[config.mk]
export PLATFORM = sky130hd
export DESIGN_NAME = prog_loader
export DESIGN_NICKNAME = d
export VERILOG_FILES = /design/src/rtl/prog_loader.sv
export SDC_FILE = /design/constraint.sdc
export NUM_CORES = 1
export LEC_CHECK = 0
export ABC_AREA = 1
export ABC_CLOCK_PERIOD_IN_PS = 1770
export CORE_ASPECT_RATIO = 0.75
export CORE_MARGIN = 4
export CORE_UTILIZATION = 47
export CTS_CLUSTER_SIZE = 25
export DETAILED_ROUTE_END_ITERATION = 7
export GPL_TIMING_DRIVEN = 0
export PLACE_DENSITY_LB_ADDON = 0.15
export SLEW_MARGIN = 20
export SYNTH_ARGS = -nofsm -noshare
export SYNTH_HDL_FRONTEND = slang
export SYNTH_SLANG_ARGS = --single-unit
[constraint.sdc]
create_clock -name clk -period 1.77 [get_ports clk]
set_clock_uncertainty 0.2 [all_clocks]
set_input_delay 0.354 -clock clk [delete_from_list [all_inputs] [get_ports clk]]
set_output_delay 0.354 -clock clk [all_outputs]
set_load 0.01 [all_outputs]
[src/rtl/prog_loader.sv]
// prog_loader: streams a program image into CPU memory, holds the CPU in
// reset while loading, releases it, counts clocks to halt and reports done.
// Optional watchdog: define LOADER_TIMEOUT_EN to stop runs at MAX_CYCLES.
module prog_loader #(
   parameter int unsigned AWIDTH     = 5,
   parameter int unsigned DWIDTH     = 8,
   parameter int unsigned RST_CYCLES = 2,
   parameter int unsigned MAX_CYCLES = 1000
) (
   input  logic              clk,
   input  logic              rst,
   input  logic              start,
   input  logic              in_valid,
   output logic              in_ready,
   input  logic [DWIDTH-1:0] in_data,
   input  logic              in_last,
   output logic              mem_we,
   output logic [AWIDTH-1:0] mem_addr,
   output logic [DWIDTH-1:0] mem_wdata,
   output logic              cpu_rst,
   input  logic              cpu_halt,
   output logic              done,
   output logic              timeout,
   output logic [15:0]       cycle_count
);

   localparam int unsigned CW  = 16;
   localparam int unsigned RCW = 4;
   localparam logic [AWIDTH-1:0] LAST_ADDR = {AWIDTH{1'b1}};
   localparam logic [RCW-1:0]    RST_LIMIT = RCW'(RST_CYCLES);
   localparam logic [CW-1:0]     CNT_MAX   = {CW{1'b1}};

   typedef enum logic [2:0] {
      S_IDLE,
      S_LOAD,
      S_RESET,
      S_RUN,
      S_DONE
   } state_t;

   state_t            state, state_d;
   logic [AWIDTH-1:0] ptr, ptr_d;
   logic [RCW-1:0]    rcnt, rcnt_d;
   logic              in_ready_d;
   logic              mem_we_d;
   logic [AWIDTH-1:0] mem_addr_d;
   logic [DWIDTH-1:0] mem_wdata_d;
   logic              cpu_rst_d;
   logic              done_d;
   logic [CW-1:0]     cycle_count_d;

`ifdef LOADER_TIMEOUT_EN
   localparam logic [CW-1:0] WDOG_LIMIT = CW'(MAX_CYCLES);
   logic timeout_q, timeout_d;
   assign timeout = timeout_q;
`else
   // Keeps the watchdog limit referenced when the watchdog is compiled out.
   logic unused_max_cycles;
   assign unused_max_cycles = (32'(MAX_CYCLES) == 32'd0);
   assign timeout = 1'b0;
`endif

   // State and registered outputs.
   always_ff @(posedge clk or negedge rst) begin
      if (!rst) begin
         state       <= S_IDLE;
         ptr         <= '0;
         rcnt        <= '0;
         in_ready    <= 1'b0;
         mem_we      <= 1'b0;
         mem_addr    <= '0;
         mem_wdata   <= '0;
         cpu_rst     <= 1'b1;
         done        <= 1'b0;
         cycle_count <= '0;
`ifdef LOADER_TIMEOUT_EN
         timeout_q   <= 1'b0;
`endif
      end else begin
         state       <= state_d;
         ptr         <= ptr_d;
         rcnt        <= rcnt_d;
         in_ready    <= in_ready_d;
         mem_we      <= mem_we_d;
         mem_addr    <= mem_addr_d;
         mem_wdata   <= mem_wdata_d;
         cpu_rst     <= cpu_rst_d;
         done        <= done_d;
         cycle_count <= cycle_count_d;
`ifdef LOADER_TIMEOUT_EN
         timeout_q   <= timeout_d;
`endif
      end
   end

   // Next-state and next-output logic.
   always_comb begin
      state_d       = state;
      ptr_d         = ptr;
      rcnt_d        = rcnt;
      in_ready_d    = in_ready;
      mem_we_d      = 1'b0;
      mem_addr_d    = mem_addr;
      mem_wdata_d   = mem_wdata;
      cpu_rst_d     = cpu_rst;
      done_d        = done;
      cycle_count_d = cycle_count;
`ifdef LOADER_TIMEOUT_EN
      timeout_d     = timeout_q;
`endif
      case (state)
         S_IDLE, S_DONE: begin
            if (start) begin
               state_d       = S_LOAD;
               ptr_d         = '0;
               in_ready_d    = 1'b1;
               cpu_rst_d     = 1'b1;
               done_d        = 1'b0;
               cycle_count_d = '0;
`ifdef LOADER_TIMEOUT_EN
               timeout_d     = 1'b0;
`endif
            end
         end
         S_LOAD: begin
            if (in_valid && in_ready) begin
               mem_we_d    = 1'b1;
               mem_addr_d  = ptr;
               mem_wdata_d = in_data;
               ptr_d       = ptr + 1'b1;
               // Last byte is either flagged or the top of memory; no wrap.
               if (in_last || (ptr == LAST_ADDR)) begin
                  in_ready_d = 1'b0;
                  rcnt_d     = '0;
                  state_d    = S_RESET;
               end
            end
         end
         S_RESET: begin
            if (rcnt == RST_LIMIT) begin
               state_d   = S_RUN;
               cpu_rst_d = 1'b0;
            end else begin
               rcnt_d = rcnt + 1'b1;
            end
         end
         S_RUN: begin
            if (cpu_halt) begin
               state_d = S_DONE;
               done_d  = 1'b1;
            end else begin
`ifdef LOADER_TIMEOUT_EN
               if (cycle_count == WDOG_LIMIT) begin
                  state_d   = S_DONE;
                  done_d    = 1'b1;
                  timeout_d = 1'b1;
                  cpu_rst_d = 1'b1;
               end else
`endif
               if (cycle_count != CNT_MAX) begin
                  cycle_count_d = cycle_count + 16'd1;
               end
            end
         end
         default: state_d = S_IDLE;
      endcase
   end

endmodule

==> results of run 1 <==
==> kinds of logic (layout without fill, tap and decap cells) <==
kind of cell	count (synthesis)	in the layout	synth area share, %
AND/OR/NAND/NOR	205	205	36.12
adder cells (fa/ha/maj)	5	5	2.529
buffers and inverters	46	131	7.890
AO/OA/AOI/OAI	30	30	7.031
other	1	1	0.1516
XOR/XNOR	2	2	0.7083
flip-flops	45	45	45.57
==> worst min-delay path by stage <==
stage	end	cells past startpoint	startpoint	slack [ns]
after CTS	state[2]	2	rst	0.28
after global routing	state[2]	2	rst	0.30
final	state[2]	2	rst	0.27
after detailed placement	rcnt[3]	1	rst	0.08
after global placement	state[2]	2	state[2]	0.26
after floorplan	cycle_count[0]	0	rst	-0.14
==> metal layers <==
metal  vias to the layer above  wire length (um)  global-route usage, %
li1                       1212                 -                      -
met1                      1100              3143                  28.73
met2                        56              2745                  31.09
met3                         9               269                  4.357
met4                         0                88                  8.072
met5                         -                 0                      0
==> synth_stat cells (2+ instances only) <==
library cell	number	area, um2
buf_2	3	15.01
dfrtp_1	44	1101
nand2_1	114	427.9
buf_6	2	22.52
o21bai_1	3	22.52
nand3_1	23	115.1
nand2_2	3	18.77
nand2_4	3	33.78
a21oi_1	7	35.03
nor3_1	6	30.03
nand4_1	2	12.51
nor2_1	48	180.2
inv_1	36	135.1
xor2_1	2	17.52
o21ai_0	16	80.08
ha_1	5	62.56
nand3_2	2	20.02
clkbuf_1	3	11.26
a31oi_1	2	12.51
==> metrics by stage <==
step	power, uW	cell area (um2)
2_1_floorplan	2287	2477
3_3_place_gp	2887	3028
3_5_place_dp	2934	3043
4_1_cts	3725	3374
5_1_grt	4076	3475
6_report	3796	3475
==> final cells by class <==
cell class | instances | area [um2]
multi-input cells | 243 | 1212
fillers | 414 | 1508
clock buffers | 5 | 68.82
clock inverters | 3 | 25.02
well taps | 72 | 90.09
inverters | 37 | 141.4
plain buffers | 9 | 60.06
flip-flops and latches | 45 | 1139
repair buffers | 77 | 738.2
==> sequential cells by signal, indices dropped and copies added, names as in the netlist <==
signal,count
rcnt,4
mem_wdata,8
in_ready,1
mem_we,1
done,1
cycle_count,16
state,3
cpu_rst,1
mem_addr,5
ptr,5
==> timing repair <==
item | in CTS | in global routing
endpoints found under the setup margin | 49 | 60
gates resized for setup | 36 | 32
hold endpoints to repair | 13 | 0
setup buffers | 25 | 4
hold buffers | 1 | 0
pin swaps | 9 | 9
==> critical path: cells and delay by family, from the launching register on <==
kind	cells	cell delay (ns)
simple gates	8	0.64
flops	1	0.37
fa+ha+maj	2	0.36
compound gates	1	0.17
==> report_power, final <==
group	total [uW]	leakage, uW	switching, uW	internal, uW
combinational	1650	0.00143	940	715
clock	691	0.0000452	403	288
sequential	1450	0.000584	162	1290
total	3800	0.00206	1510	2290
==> out/results.ini, run 1 <==
[timing]
hold_ws_ns = 0.2681
hold_violations = 0
rsz0062_at_grt = true
setup_viol = 4
period_minus_slack_ns = 1.825
finalCritPeriodShare_pct = 103.1
max_freq_mhz = 547.8
drv_slew = 0
setup_tns_ns = -0.1476
fin_ws_ns = -0.05534

[yosys]
async_flop_share_pct = 100.0
synth_edf_count = 0
synth_cell_types = 29
syn_avg_cell_area_um2 = 7.406
netlist_area_um2 = 2474
ys.flop_type = dfrtp_1
ys_seq_area_share_pct = 45.57
ys_warn_count = 0
syn_nets = 353
synthCells = 334
synth_seq_cells = 45

[setup_path]
crit_type = reg2reg
crit_path_top_delay_cell = dfrtp_1
crit_end = state[2]
r2r_start = ptr[1]
rr_endpoint = state[2]
crit_start = ptr[1]
cp_slowest_stage_delay_ns = 0.37
reg2reg_slack_ns = -0.06
cp_max_fo = 3
crit_top_cell = nor2_2
arrival_ns = 1.84
critPathRequiredTime_ns = 1.79
crit_path_start_kind = flip-flop
crit_path_end_kind = flip-flop
r2r_cells = 11
crit_chain = ha_2, nand2_2, nor2_2, ha_2, nor2_1, nor2_1, nor2_2, nor2_2, o211ai_1, nand2_1, nand2_1

[floorplanning]
fp.dieW_um = 91.77
dieArea_um2 = 6500
fp.dieH_um = 70.83
initial_utilization_pct = 49.65
coreArea_um2 = 4982
rows = 22
ios = 48

[drt]
routed-via-count = 2377
dr.pass1.iters = 4
drcViolationCount = 0
totalWireLength_mm = 6.246
antenna_left = 0
routed_via_density = 4.841
drt-initial-drc-count = 145
routedWlPerCell_um = 12.72

[power]
power_density_nw_per_um2 = 1093
p_leak_uw = 0.002061
vdd_drop_max_uv = 714.8

[cells_and_area]
layout-drive-gt1-share_pct = 20.05
area_delta_synth_final_pct = 40.47
final_common_cell = nand2_1
layout_common_cells = nand2_1, nor2_1, inv_1, dfrtp_1, buf_4
num_antenna_cells = 0
stdcell_count = 491
fin_util_pct = 69.74
fin_nets = 437

[cts]
cts_buffers = 5
htree_levels = 2
cts-root-buf = clkbuf_8
clk_latency_ns = 0.31
clock-sinks = 45
clk_pin_slew_ns = 0.09
clk_path_buf_depth = 2
cts_tree = built

[placed_design]
dp_cells = 453
port_buffers = 46
gp_congestion = 0.9429
pre_cts_ws_ns = -0.3294
dp_hpwl_mm = 4.374

[global_route]
grt_pass1_vias = 2368
gr-total-overflow = 0
grt_use_total_pct = 20.46
antenna_found_initial = 0
grt_pass1_wl_mm = 10.63
grt_max_degree = 33

[min_path]
hold_class = in2async

[status]
violations = setup timing
status = finished, violations left

[flow_run]
maxCapViolCount = 0

Note: power is estimated with default switching activity, not from simulation.
==> inputs of run 2 (changes only) <==
--- a/config.mk
+++ b/config.mk
@@ -13,6 +13,7 @@
 export CTS_CLUSTER_SIZE = 25
 export DETAILED_ROUTE_END_ITERATION = 7
 export GPL_TIMING_DRIVEN = 0
+export MAX_ROUTING_LAYER = met4
 export PLACE_DENSITY_LB_ADDON = 0.15
 export SLEW_MARGIN = 20
 export SYNTH_ARGS = -nofsm -noshare
==> run 2 against run 1 <==
Effect of this change: the flow still finishes with violations (setup timing); routed wire length decreased by 0.24%; flip-flop and latch count is the same; non-clock buffer count did not move; clock power fell by 1%; critical endpoint unchanged.
==> out/results.ini, run 2 (synthesis gave the netlist of run 1 again) <==
[status]
status = finished, violations left  ; unchanged
violations = setup timing  ; unchanged

[cells_and_area]
layout_common_cells = nand2_1, nor2_1, inv_1, dfrtp_1, buf_4  ; unchanged
area_delta_synth_final_pct = 40.47  ; unchanged
reg_top3 = cycle_count x16, mem_wdata x8  ; unchanged
fin_nets = 437  ; unchanged
num_antenna_cells = 0  ; unchanged
design_area_um2 = 3475  ; unchanged
largest_reg_flops = 16  ; unchanged
layout-drive-gt1-share_pct = 20.05  ; unchanged
final_common_cell = nand2_1  ; unchanged
fillCellCount = 414  ; unchanged
top_register = cycle_count  ; unchanged

[floorplanning]
ios = 48  ; unchanged
coreArea_um2 = 4982  ; unchanged
rows = 22  ; unchanged
dieArea_um2 = 6500  ; unchanged
fp.dieH_um = 70.83  ; unchanged
initial_utilization_pct = 49.65  ; unchanged
fp.dieW_um = 91.77  ; unchanged

[placed_design]
gp_congestion = 0.9600  ; was 0.9429
dp_hpwl_mm = 4.374  ; unchanged
port_buffers = 46  ; unchanged
postPlaceCellArea_um2 = 3043  ; unchanged
pre_cts_ws_ns = -0.3294  ; unchanged

[setup_path]
r2r_start = ptr[1]  ; unchanged
crit_path_end_kind = flip-flop  ; unchanged
crit_start = ptr[1]  ; unchanged
crit_path_top_delay_cell = dfrtp_1  ; unchanged
crit_path_start_kind = flip-flop  ; unchanged
rr_endpoint = state[2]  ; unchanged
arrival_ns = 1.84  ; about the same
crit_top_cell = nor2_2  ; unchanged
crit_end = state[2]  ; unchanged
reg2reg_slack_ns = -0.06  ; about the same
r2r_cells = 11  ; unchanged
crit_chain = ha_2, nand2_2, nor2_2, ha_2, nor2_1, nor2_1, nor2_2, nor2_2, o211ai_1, nand2_1, nand2_1  ; unchanged
critPathRequiredTime_ns = 1.78  ; was 1.79 ns
cp_max_fo = 3  ; unchanged
crit_type = reg2reg  ; unchanged
cp_slowest_stage_delay_ns = 0.37  ; about the same

[timing]
max_freq_mhz = 547.6  ; was 547.8 MHz
drv_slew = 0  ; unchanged
finalCritPeriodShare_pct = 103.2  ; was 103.1%
hold_ws_ns = 0.2738  ; was 0.2681 ns
setup_viol = 4  ; unchanged
hold_violations = 0  ; unchanged
period_minus_slack_ns = 1.826  ; was 1.825 ns
rsz0062_at_grt = true  ; unchanged
fin_ws_ns = -0.05618  ; was -0.05534 ns

[global_route]
grt_pass1_wl_mm = 10.63  ; unchanged
grt_max_degree = 33  ; unchanged
antenna_found_initial = 0  ; unchanged
grt_use_total_pct = 21.10  ; was 20.46%
grt_pass1_vias = 2368  ; unchanged
gr-total-overflow = 0  ; unchanged

[drt]
drcViolationCount = 0  ; unchanged
routedWlPerCell_um = 12.69  ; was 12.72 um
drt-initial-drc-count = 150  ; was 145
routed-via-count = 2403  ; was 2377
routed_via_density = 4.894  ; was 4.841
dr.pass1.iters = 4  ; unchanged
totalWireLength_mm = 6.231  ; was 6.246 mm
antenna_left = 0  ; unchanged

[cts]
htree_levels = 2  ; unchanged
cts-root-buf = clkbuf_8  ; unchanged
clk_path_buf_depth = 2  ; unchanged
cts_buffers = 5  ; unchanged
cts_tree = built  ; unchanged
clk_latency_ns = 0.31  ; about the same
clock-sinks = 45  ; unchanged
clk_pin_slew_ns = 0.09  ; about the same

[power]
netSwitchingFraction_pct = 39.50  ; was 39.65%
power_frac_seq_pct = 38.3  ; was 38.2%
power_density_nw_per_um2 = 1090  ; was 1093 nW/um2
p_int_uw = 2291  ; about the same
switchingPower_uw = 1496  ; was 1505 uW
p_leak_uw = 0.002061  ; unchanged
combPwrFrac_pct = 43.7  ; was 43.6%
clkPwrFrac_pct = 18.0  ; was 18.2%
vdd_drop_max_uv = 714.7  ; was 714.8 uV

[min_path]
hold_class = in2async  ; unchanged

[flow_run]
maxCapViolCount = 0  ; unchanged

## run 2: cell type report
class                   instances  area (um2)  share of cell area (%)
clock buffers                   5       68.82                   1.981
flip-flops and latches         45        1139                   32.77
plain buffers                   9       60.06                   1.728
multi-input cells             243        1212                   34.89
inverters                      37       141.4                   4.069
well taps                      72       90.09                   2.593
clock inverters                 3       25.02                  0.7202
repair buffers                 77       738.2                   21.25
## run 2: how the worst min path moves through the flow
| stage | start | endpoint | slack, ns | cells past startpoint |
|---|---|---|---|---|
| floorplan | rst | cycle_count[0] | -0.14 | 0 |
| global placement | state[2] | state[2] | 0.26 | 2 |
| detailed placement | rst | rcnt[3] | 0.08 | 1 |
| CTS | rst | state[2] | 0.28 | 2 |
| global route | rst | state[2] | 0.30 | 2 |
| finish | rst | state[2] | 0.27 | 2 |
## run 2: worst max-delay path, delay by kind of cell, from the launching register on
kind | cells | cell delay [ns]
and+or+nand+nor | 8 | 0.64
adders and majority gates | 2 | 0.36
AOI/OAI and AO/OA | 1 | 0.17
DFF | 1 | 0.37
## run 2: per-stage QoR
| step | total power (uW) | util (%) | std cells | setup TNS, ns |
|---|---|---|---|---|
| after floorplan | 2287 | - | 334 | -0.1531 |
| after CTS | 3725 | 67.73 | 487 | -0.3352 |
| after global routing | 4076 | 69.74 | 491 | -2.181 |
| after detailed placement | 2934 | 61.07 | 453 | -6.479 |
| after global placement | 2887 | 60.77 | 452 | -55.61 |
| final | 3787 | 69.74 | 491 | -0.1503 |
## run 2: what timing repair did
item / CTS / global route
buffers inserted: 25 / 4
endpoints found under the setup margin: 49 / 60
gates resized for setup: 36 / 32
pin swaps: 9 / 9
hold buffers: 1 / 0
endpoints found under the hold margin: 13 / 0
## run 2: power by group through the flow
stage,logic (uW),registers (uW),clock network [uW]
6_report,1650,1450,683
5_1_grt,1830,1490,751
4_1_cts,1580,1450,696
3_5_place_dp,1450,1480,0
3_3_place_gp,1420,1470,0
2_1_floorplan,748,1540,0
## run 2: routing by layer
layer,global-route usage [%],vias up,wire length (um)
met1,28.86,1116,3090
met3,4.145,7,304
met5,-,-,0
met2,31.09,66,2756
li1,-,1214,-
met4,8.072,0,80
==> inputs of run 3 (changes only) <==
--- a/config.mk
+++ b/config.mk
@@ -9,10 +9,9 @@
 export ABC_CLOCK_PERIOD_IN_PS = 1770
 export CORE_ASPECT_RATIO = 0.75
 export CORE_MARGIN = 4
-export CORE_UTILIZATION = 47
+export CORE_UTILIZATION = 39
 export CTS_CLUSTER_SIZE = 25
 export DETAILED_ROUTE_END_ITERATION = 7
-export GPL_TIMING_DRIVEN = 0
 export MAX_ROUTING_LAYER = met4
 export PLACE_DENSITY_LB_ADDON = 0.15
 export SLEW_MARGIN = 20
==> run 3 against run 2 <==
Effect of this change: largest power group unchanged; the run still ends with setup timing left; combinational power up 7%; critical path type unchanged; largest cell class unchanged; flip-flop and latch count unchanged; utilization down 8.1 points; non-clock buffer count up 11; register-to-register slack about the same; power up 1.2%; die area up 18%; sequential share of layout area down 1.9 points; final area up 6.0%; setup slack better by 0.0023 ns.
==> out/results.ini, run 3 (synthesis gave the netlist of run 1 again) <==
[status]
status = finished, violations left  ; unchanged
violations = setup timing  ; unchanged

[placed_design]
dp_cells = 470  ; was 453
postPlaceCellArea_um2 = 3157  ; was 3043 um2
gp_congestion = 0.9108  ; was 0.9600
dp_hpwl_mm = 4.444  ; was 4.374 mm
port_buffers = 46  ; unchanged

[cts]
cts-root-buf = clkbuf_8  ; unchanged
htree_levels = 2  ; unchanged
clk_pin_slew_ns = 0.08  ; was 0.09 ns
clk_path_buf_depth = 2  ; unchanged
clock-sinks = 45  ; unchanged
cts_tree = built  ; unchanged
cts_buffers = 5  ; unchanged
clk_latency_ns = 0.30  ; was 0.31 ns

[cells_and_area]
largest_reg_flops = 16  ; unchanged
area_delta_synth_final_pct = 48.96  ; was 40.47%
layout_common_cells = nand2_1, buf_4, nor2_1  ; was nand2_1, nor2_1, inv_1, dfrtp_1, buf_4
final_common_cell = nand2_1  ; unchanged
num_antenna_cells = 0  ; unchanged
top_register = cycle_count  ; unchanged
stdcell_count = 510  ; was 491
fin_nets = 450  ; was 437
design_area_um2 = 3685  ; was 3475 um2
fin_util_pct = 61.66  ; was 69.74%
reg_top3 = cycle_count x16, mem_wdata x8  ; unchanged
layout-drive-gt1-share_pct = 27.55  ; was 20.05%
register_area_um2 = 1137  ; was 1139 um2
multiInputGateArea_um2 = 1301  ; was 1212 um2
fillCellCount = 543  ; was 414

[global_route]
grt_max_degree = 46  ; was 33
grt_use_total_pct = 18.45  ; was 21.10%
grt_pass1_wl_mm = 11.04  ; was 10.63 mm
gr-total-overflow = 0  ; unchanged
antenna_found_initial = 0  ; unchanged
grt_pass1_vias = 2319  ; was 2368

[setup_path]
reg2reg_slack_ns = -0.05  ; was -0.06 ns
critPathRequiredTime_ns = 1.75  ; was 1.78 ns
crit_type = reg2reg  ; unchanged
rr_endpoint = state[1]  ; was state[2]
crit_path_start_kind = flip-flop  ; unchanged
r2r_cells = 10  ; was 11
crit_path_end_kind = flip-flop  ; unchanged
r2r_start = ptr[1]  ; unchanged
cp_max_fo = 3  ; unchanged
arrival_ns = 1.80  ; was 1.84 ns

[power]
vdd_drop_max_uv = 708.8  ; was 714.7 uV
total_power_uw = 3832  ; was 3787 uW
p_leak_uw = 0.002154  ; was 0.002061 uW
power_density_nw_per_um2 = 1040  ; was 1090 nW/um2

[timing]
fin_ws_ns = -0.05386  ; was -0.05618 ns
drv_slew = 0  ; unchanged
hold_violations = 0  ; unchanged
rsz0062_at_grt = true  ; unchanged
finalCritPeriodShare_pct = 103.0  ; was 103.2%
setup_viol = 3  ; was 4
period_minus_slack_ns = 1.824  ; was 1.826 ns
hold_ws_ns = 0.2802  ; was 0.2738 ns
max_freq_mhz = 548.3  ; was 547.6 MHz

[floorplanning]
coreArea_um2 = 5976  ; was 4982 um2
initial_utilization_pct = 41.39  ; was 49.65%
ios = 48  ; unchanged
fp.dieH_um = 76.97  ; was 70.83 um
rows = 24  ; was 22
fp.dieW_um = 99.96  ; was 91.77 um
dieArea_um2 = 7694  ; was 6500 um2

[min_path]
hold_class = reg2reg  ; was in2async
min_path_cells = 2
min_to = done
min_from = done

[drt]
antenna_left = 0  ; unchanged
drt-initial-drc-count = 134  ; was 150
dr.pass1.iters = 4  ; unchanged
routedWlPerCell_um = 13.36  ; was 12.69 um
totalWireLength_mm = 6.815  ; was 6.231 mm
drcViolationCount = 0  ; unchanged
routed-via-count = 2457  ; was 2403
routed_via_density = 4.818  ; was 4.894

[flow_run]
maxCapViolCount = 0  ; unchanged

-- run 3: worst max-delay path by stage --
stage	endpoint	start	slack, ns	cells after the start
after global routing	state[2]	ptr[1]	-0.21	11
after global placement	rcnt[2]	ptr[0]	-0.12	10
after floorplan	cycle_count[0]	cycle_count[1]	-0.02	9
after CTS	mem_addr[1]	mem_addr[1]	0.0009	1
after detailed placement	rcnt[2]	ptr[0]	-0.17	10
final	state[1]	ptr[1]	-0.05	10
-- run 3: repair_timing --
| item | 4_1_cts | 5_1_grt |
|---|---|---|
| hold buffers | 1 | 0 |
| gates resized for setup | 23 | 69 |
| cloned | 0 | 2 |
| pin swaps | 4 | 21 |
| endpoints found under the setup margin | 29 | 56 |
| endpoints found under the hold margin | 44 | 0 |
| setup buffers | 22 | 8 |
-- run 3: report_power, final --
part           leakage, uW  switching [uW]  total [uW]  internal [uW]
logic              0.00152             994        1770            773
registers         0.000586             153        1440           1290
clock network    0.0000450             349         623            274
-- run 3: stage by stage --
step	setup slack, ns	TNS, ns
finish	-0.05386	-0.1399
global route	-0.2054	-1.562
CTS	0.0008742	0
detailed placement	-0.1667	-2.818
global placement	-0.1245	-1.471
floorplan	-0.01789	-0.1531
-- run 3: critical path: stages (launching register included) --
cell and delay, ns:
dfrtp_1 0.40, ha_2 0.20, nand2_2 0.08, nor2_2 0.04, ha_2 0.16, nor2_2 0.09
nor2_1 0.05, nor2_2 0.17, nor2_1 0.07, o211ai_1 0.13, o21ai_1 0.11
-- run 3: cell type report --
cell class	instances	share of cell area (%)
multi-input cells	244	35.31
flip-flops and latches	45	30.87
repair buffers	97	24.86
inverters	37	3.939
well taps	78	2.649
clock buffers	6	1.969
clock inverters	2	0.2716
repair inverters	1	0.1358
-- run 3: layer usage --
layer / GRT usage (%) / part of all wire (%) / vias up
met4: 5.593 / 1.1 / 0
li1: - / - / 1233
met3: 2.992 / 3.9 / 8
met5: - / 0 / -
met2: 27.16 / 45 / 60
met1: 26.07 / 50 / 1156
